`src/rtl/mem_port_arbiter.sv`:
```
// Arbiter sharing one single-ported unified memory between MIPS instruction
// fetch and data access. Data has priority; a starvation counter forces fetch through.
module mem_port_arbiter #(
  parameter int ADDR_WIDTH   = 10,
  parameter int DATA_W       = 32,
  parameter int STARVE_LIMIT = 3
) (
  input  logic                  clk,
  input  logic                  reset,
  input  logic                  if_req,
  input  logic [ADDR_WIDTH-1:0] if_addr,
  output logic [DATA_W-1:0]     if_rdata,
  output logic                  if_valid,
  output logic                  if_stall,
  input  logic                  dm_re,
  input  logic                  dm_we,
  input  logic [ADDR_WIDTH-1:0] dm_addr,
  input  logic [DATA_W-1:0]     dm_wdata,
  input  logic [1:0]            dm_size,
  output logic [DATA_W-1:0]     dm_rdata,
  output logic                  dm_valid,
  output logic                  dm_stall,
  output logic                  mem_req,
  output logic                  mem_we,
  output logic [ADDR_WIDTH-1:0] mem_addr,
  output logic [DATA_W-1:0]     mem_wdata,
  output logic [1:0]            mem_size,
  input  logic [DATA_W-1:0]     mem_rdata,
  input  logic                  mem_ack
);

  typedef enum logic [1:0] {IDLE, IF_BUSY, DM_BUSY} state_e;

  localparam logic [3:0] LIMIT = 4'(STARVE_LIMIT);

  state_e                  state_q;
  logic [3:0]              starveCnt_q;
  logic [3:0]              starveCnt_d;
  logic                    memReq_q;
  logic                    memWe_q;
  logic [ADDR_WIDTH-1:0]   memAddr_q;
  logic [DATA_W-1:0]       memWdata_q;
  logic [1:0]              memSize_q;
  logic [DATA_W-1:0]       ifRdata_q;
  logic [DATA_W-1:0]       dmRdata_q;
  logic                    ifValid_q;
  logic                    dmValid_q;
  logic                    dmReq;
  logic                    dmWins;

  assign dmReq  = dm_re | dm_we;
  assign dmWins = dmReq & (~if_req | (starveCnt_q < LIMIT));

  // Counts data wins that bypassed a waiting fetch, saturating at the counter width.
  always_comb begin
    starveCnt_d = 4'd0;
    if (if_req) begin
      starveCnt_d = (starveCnt_q == 4'hF) ? starveCnt_q : starveCnt_q + 4'd1;
    end
  end

  always_ff @(posedge clk) begin
    if (reset) begin
      state_q     <= IDLE;
      starveCnt_q <= 4'd0;
      memReq_q    <= 1'b0;
      memWe_q     <= 1'b0;
      memAddr_q   <= '0;
      memWdata_q  <= '0;
      memSize_q   <= 2'b00;
      ifRdata_q   <= '0;
      dmRdata_q   <= '0;
      ifValid_q   <= 1'b0;
      dmValid_q   <= 1'b0;
    end else begin
      case (state_q)
        IDLE: begin
          ifValid_q <= 1'b0;
          dmValid_q <= 1'b0;
          if (dmWins) begin
            state_q     <= DM_BUSY;
            starveCnt_q <= starveCnt_d;
            memReq_q    <= 1'b1;
            memWe_q     <= dm_we;
            memAddr_q   <= dm_addr;
            memWdata_q  <= dm_wdata;
            memSize_q   <= dm_size;
          end else if (if_req) begin
            state_q     <= IF_BUSY;
            starveCnt_q <= 4'd0;
            memReq_q    <= 1'b1;
            memWe_q     <= 1'b0;
            memAddr_q   <= if_addr;
            memSize_q   <= 2'b10;
          end
        end
        IF_BUSY: begin
          if (mem_ack) begin
            state_q   <= IDLE;
            memReq_q  <= 1'b0;
            memWe_q   <= 1'b0;
            ifRdata_q <= mem_rdata;
            ifValid_q <= 1'b1;
          end
        end
        DM_BUSY: begin
          if (mem_ack) begin
            state_q   <= IDLE;
            memReq_q  <= 1'b0;
            memWe_q   <= 1'b0;
            if (!memWe_q) begin
              dmRdata_q <= mem_rdata;
            end
            dmValid_q <= 1'b1;
          end
        end
        default: begin
          state_q  <= IDLE;
          memReq_q <= 1'b0;
          memWe_q  <= 1'b0;
        end
      endcase
    end
  end

  assign mem_req   = memReq_q;
  assign mem_we    = memWe_q;
  assign mem_addr  = memAddr_q;
  assign mem_wdata = memWdata_q;
  assign mem_size  = memSize_q;
  assign if_rdata  = ifRdata_q;
  assign if_valid  = ifValid_q;
  assign dm_rdata  = dmRdata_q;
  assign dm_valid  = dmValid_q;

  assign if_stall = if_req & ~ifValid_q;
  assign dm_stall = dmReq & ~dmValid_q;

endmodule

```
`config.mk`:
```
export PLATFORM = sky130hd
export DESIGN_NAME = mem_port_arbiter
export DESIGN_NICKNAME = d
export VERILOG_FILES = /design/src/rtl/mem_port_arbiter.sv
export SDC_FILE = /design/constraint.sdc
export NUM_CORES = 1
export LEC_CHECK = 0
export CAP_MARGIN = 20
export CORE_MARGIN = 8
export CORE_UTILIZATION = 35
export DETAILED_ROUTE_END_ITERATION = 7
export PLACE_DENSITY = 0.7
export SYNTH_ARGS = -nofsm -noshare
export SYNTH_HDL_FRONTEND = slang
export SYNTH_SLANG_ARGS = --single-unit
```
`constraint.sdc`:
```
create_clock -name clk -period 1.9 [get_ports clk]
set_clock_uncertainty 0.15 [all_clocks]
set_input_delay 0.19 -clock clk [delete_from_list [all_inputs] [get_ports clk]]
set_output_delay 0.19 -clock clk [all_outputs]
set_load 0.02 [all_outputs]
```
==> results.ini, run 1 <==
[run_status]
status = finished clean

[detailed_routing]
antenna_left = 0
drtIter0Drc = 188
drt_wl_total_um = 14900
drt_first_pass_iters = 4
drcViolationCount = 0
num_vias = 4451
avgViaCountPerCell = 4.80
wl_per_cell_um = 16.0

[layout]
drive_gt1_frac = 0.0741
area_growth_pct = 64.6
antenna_cells = 0
fin_nets = 840

[pwr]
vdd_ir_drop_max_mv = 0.516
powerDensity_nw_per_um2 = 998
leakagePower_nw = 2.82

[timing]
max_freq_mhz = 557
finalSetupViolCount = 0
tightest_slew_ns = 0.371
post-route-period-util = 0.945
final-hold-violation-count = 0
fin_ws_ns = 0.104
rsz0062_at_grt = false
finalCriticalPeriod_ns = 1.80
fin_tns_setup_ns = 0
relSlewSlack = 0.753
slew_violations = 0

[yosys]
synthFlopType = dfxtp_1
ys_seq_area_frac = 0.525
synth_top_area_frac = 0.525
synth-seq-cells = 118
yosysMostFrequentCell = nand2_1
synth_fp_nets = 635
synthArstFlopShare = 0
synth_top_cell_by_area = dfxtp_1
syn_area_um2 = 4500
synth.avg_cell_area_um2 = 8.35
netlist_instances = 539
synth_warnings = 0
synth_top_cells_by_area = dfxtp_1, nand2_1, a21oi_1, mux2i_1, o21ai_0
synth_edf_count = 0
synth_common_cells = nand2_1, dfxtp_1, a21oi_1, mux2i_1, o21ai_0
synth_cell_types = 33

[die]
core_um2 = 12600
die_w_um = 129
fp-row-count = 41
io_pins = 206
initial_core_util = 0.358
die_h_um = 129
die_area_um2 = 16700

[placed_design]
portBuffers = 205
gp_congestion = 0.786
dp_slack_ns = -0.00412
dp_hpwl_um = 10700

[setup_path]
worst_setup_path_start_kind = flip-flop
worstPathMaxFanout = 3
worstPathRequired_ns = 1.56
crit_buf_inv = 1
slowest_stage = clkdlybuf4s50_1
worstSetupPathType = flip-flop to primary output
critical_path.endpoint_type = primary output
critPathTopFamily = buffers and inverters
cp_cell_sequence = nor2_1 > clkdlybuf4s50_1
cp_data_arrival_time_ns = 1.46
cp_slowest_stage_delay_ns = 0.61

[grt]
grt_pass1_vias = 4542
grtUsageTotal = 0.173
grt_pass1_wl_um = 22700
antenna_found_initial = 0
grt_max_degree = 79
grt_overflow = 0

[min_path]
hp-class = input pin to flip-flop

[clocking]
clock_path_buffers = 2
ctsHtreeMaxLevel = 4
clk_latency_ns = 0.40
cts_made_buffers = 17
cts.reportedPaths.clkPinSlew_ns = 0.05
root_buffer = clkbuf_16
cts_tree = done
cts_sinks = 118

[run]
drv_cap = 0

-- power by group --
group | total, W | internal, W | switching [W]
Sequential | 0.00274 | 0.00265 | 0.0000894
Combinational | 0.00135 | 0.000680 | 0.000669
Clock | 0.00330 | 0.00224 | 0.00106
Total | 0.00739 | 0.00557 | 0.00182
-- what timing repair did --
item                       in CTS  in global routing
gates resized for setup         0                  1
buffers inserted                0                  2
setup endpoints to repair       0                  3
hold buffers                    0                  0
-- worst reg2reg max path: stages (launching register included) --
cell and delay (ns):
dfxtp_1 0.36, inv_1 0.08, ha_1 0.26, inv_1 0.17, nor3_4 0.06, buf_4 0.15
clkbuf_16 0.19, a31o_2 0.25
-- state kept, by name, indices dropped and copies added, names as in the netlist --
| register | cells |
|---|---|
| mem_addr | 10 |
| mem_wdata | 32 |
| dm_rdata | 32 |
| if_valid | 1 |
| dm_valid | 1 |
| starveCnt_q | 4 |
| mem_we | 1 |
| state_q | 2 |
| if_rdata | 32 |
| mem_req | 1 |
| mem_size | 2 |
-- per-stage QoR --
| stage | util | hold slack, ns | cells | instance area, um^2 | power [W] |
|---|---|---|---|---|---|
| 2_1_floorplan | - | 0.168 | 539 | 4500 | 0.00345 |
| 3_3_place_gp | 0.537 | 0.291 | 894 | 6750 | 0.00408 |
| 3_5_place_dp | 0.537 | 0.296 | 894 | 6750 | 0.00411 |
| 4_1_cts | 0.586 | 0.137 | 925 | 7360 | 0.00744 |
| 5_1_grt | 0.589 | 0.151 | 928 | 7400 | 0.00770 |
| 6_report | 0.589 | 0.144 | 928 | 7400 | 0.00739 |
-- logic make-up after synthesis --
logic type               synth area share
multiplexers                       0.0712
flip-flops                          0.525
AND/OR/NAND/NOR                     0.201
buffers and inverters              0.0551
adder cells (fa/ha/maj)            0.0111
AO/OA/AOI/OAI                       0.137
-- cell type report --
type,count,area [um^2]
well taps,172,215
repair buffers,227,2290
flip-flops and latches,118,2360
clock inverters,10,153
clock buffers,21,460
inverters,6,22.5
fillers,1147,5170
multi-input cells,374,1890
-- placed cells by master, fill, tap and decap left out, drive strengths merged, types with 2 or more instances in the layout --
| cell type | n |
|---|---|
| ha | 4 |
| nor2 | 2 |
| o21ai | 27 |
| clkbuf | 22 |
| a41o | 2 |
| clkinv | 5 |
| nor2b | 2 |
| nor3b | 4 |
| nand4 | 2 |
| inv | 6 |
| buf | 22 |
| nor3 | 2 |
| a31oi | 10 |
| clkdlybuf4s50 | 203 |
| nand2 | 195 |
| a21oi | 71 |
| nand3 | 10 |
| bufinv | 4 |
| dfxtp | 118 |
| o31a | 2 |
| mux2i | 32 |
-- path summary, 6_finish.rpt --
kind         slack (ns)  cells past startpoint                       from                         to
min reg2reg        0.30                      2  if_rdata[21]$_SDFFE_PP0P_  if_rdata[21]$_SDFFE_PP0P_
min                0.14                      3                      reset      dm_valid$_SDFFE_PP0P_
max                0.10                      2      dm_valid$_SDFFE_PP0P_                   dm_stall
max reg2reg        0.12                      7    state_q[0]$_SDFFE_PP0P_   mem_size[0]$_SDFFE_PP0P_
-- per-layer routing --
layer / GRT usage / vias to the layer above / part of all wire
li1: - / 2198 / -
met1: 0.187 / 2051 / 0.38
met2: 0.277 / 183 / 0.46
met3: 0.0941 / 19 / 0.14
met4: 0.0691 / 0 / 0.016
met5: 0 / - / 0
No activity file was read; power rests on OpenSTA's default activity.
==> run 2, diff against run 1 <==
- CTS_CLUSTER_DIAMETER: not set -> 150
- GPL_ROUTABILITY_DRIVEN: not set -> 0
- clock period: 1.9 -> 2 ns (I/O delays scaled with it)
==> run 2 against run 1 <==
Die area stayed put. Cell count shrank 0.65%. Combinational power is 8% lower. First-iteration DRC count fell by 6.4%. Critical path depth unchanged. Worst setup slack got worse by 0.010 ns. Count of clock-buffer cells in the layout is 7 higher. Worst hold slack worse by 0.062 ns. Power down 11%. Register-to-register slack better by 0.17 ns. Non-clock buffer count shrank 6. Critical path type unchanged. Highest routed layer unchanged.
==> results.ini, run 2 (synthesized netlist as in run 1, its figures left out) <==
[run_status]
status = finished clean

[setup_path]
critical_path.endpoint_type = primary output
slowest_stage = clkdlybuf4s50_1
cp_data_arrival_time_ns = 1.56
cp_slowest_stage_delay_ns = 0.67
worst_setup_path_start_kind = flip-flop
critPathTopFamily = buffers and inverters
crit_buf_inv = 1
worstPathRequired_ns = 1.65
cp_cell_sequence = nor2b_1 > clkdlybuf4s50_1
worstPathMaxFanout = 3
worstSetupPathType = flip-flop to primary output

[clocking]
cts_sinks = 118
cts-resized-gates = 0
clock_path_buffers = 2
cts_made_buffers = 17
ctsHtreeMaxLevel = 4
cts.reportedPaths.clkPinSlew_ns = 0.05
postCtsSetupRepairBufs = 0
root_buffer = clkbuf_16
clk_latency_ns = 0.41
cts_hold_buf = 0
cts_tree = done

[timing]
finalCriticalPeriod_ns = 1.91
tightest_slew_ns = 0.383
slew_violations = 0
relSlewSlack = 0.745
post-route-period-util = 0.953
finalSetupViolCount = 0
fin_tns_setup_ns = 0
rsz0062_at_grt = false
max_freq_mhz = 525
final-hold-violation-count = 0

[placed_design]
dp_hpwl_um = 10800
portBuffers = 205

[die]
initial_core_util = 0.358
die_w_um = 129
fp-row-count = 41
die_h_um = 129
io_pins = 206
die_area_um2 = 16700
core_um2 = 12600

[pwr]
leakagePower_nw = 2.74
vdd_ir_drop_max_mv = 0.517
powerDensity_nw_per_um2 = 906

[grt]
grt_overflow = 0
grt_max_degree = 76
antenna_found_initial = 0
grt_pass1_vias = 4452
grtUsageTotal = 0.176
grt_pass1_wl_um = 23100

[detailed_routing]
avgViaCountPerCell = 4.80
num_vias = 4423
drtIter0Drc = 176
drt_wl_total_um = 14700
drt_first_pass_iters = 4
wl_per_cell_um = 15.9
drcViolationCount = 0
antenna_left = 0

[layout]
final_cell_mix = clkdlybuf4s50_1, nand2_1, dfxtp_1, a21oi_1, mux2i_1
final_common_cell = clkdlybuf4s50_1
antenna_cells = 0
drive_gt1_frac = 0.0627
fill_cells = 1121
area_growth_pct = 61.5
fin_nets = 834
fin_util = 0.578

[min_path]
hp-class = input pin to flip-flop

[run]
drv_cap = 0

==> run 2: worst paths after layout <==
kind,from,endpoint,cells after the start,slack (ns)
setup / recovery,if_valid$_SDFFE_PP0P_,if_stall,2,0.09
hold / removal,reset,mem_addr[0]$_SDFFE_PP0P_,4,0.08
setup reg to reg,state_q[1]$_SDFFE_PP0P_,mem_wdata[2]$_SDFFE_PP0P_,6,0.29
hold reg to reg,if_rdata[23]$_SDFFE_PP0P_,if_rdata[23]$_SDFFE_PP0P_,2,0.30
==> run 2: area by class of cell <==
class,count,area [um^2],area share
Inverter,6,22.5,0.00310
Multi-Input combinational cell,374,1890,0.261
Tap cell,172,215,0.0296
Clock buffer,28,527,0.0725
Sequential cell,118,2360,0.325
Clock inverter,3,15.0,0.00207
Timing Repair Buffer,221,2230,0.307
==> run 2: report_power, final <==
| part | switching (W) | internal, W |
|---|---|---|
| registers | 0.0000864 | 0.00252 |
| logic | 0.000621 | 0.000620 |
| clock network | 0.000973 | 0.00176 |
| total | 0.00168 | 0.00490 |
==> run 2: worst reg2reg max path, stage by stage, from the launching register on <==
cell and delay [ns]:
dfxtp_1 0.33, inv_1 0.09, ha_1 0.22, inv_1 0.12, nor3_4 0.23, buf_12 0.26, mux2i_1 0.25
==> run 2: stage by stage <==
| step | power [W] | cells | instance area [um^2] | hold slack, ns | worst slack [ns] |
|---|---|---|---|---|---|
| 2_1_floorplan | 0.00328 | 539 | 4500 | 0.178 | 0.432 |
| 3_3_place_gp | 0.00387 | 891 | 6720 | 0.291 | 0.126 |
| 4_1_cts | 0.00667 | 922 | 7270 | 0.0602 | 0.0620 |
| 3_5_place_dp | 0.00390 | 891 | 6720 | 0.297 | 0.0789 |
| 5_1_grt | 0.00687 | 922 | 7270 | 0.106 | 0.0302 |
| 6_report | 0.00658 | 922 | 7270 | 0.0822 | 0.0934 |
==> run 2: per-layer routing <==
metal / track usage / vias to the layer above / wire, um
met4: 0.0760 / 0 / 289
met2: 0.282 / 177 / 6690
li1: - / 2187 / -
met5: 0 / - / 0
met1: 0.185 / 2035 / 5650
met3: 0.102 / 24 / 2070
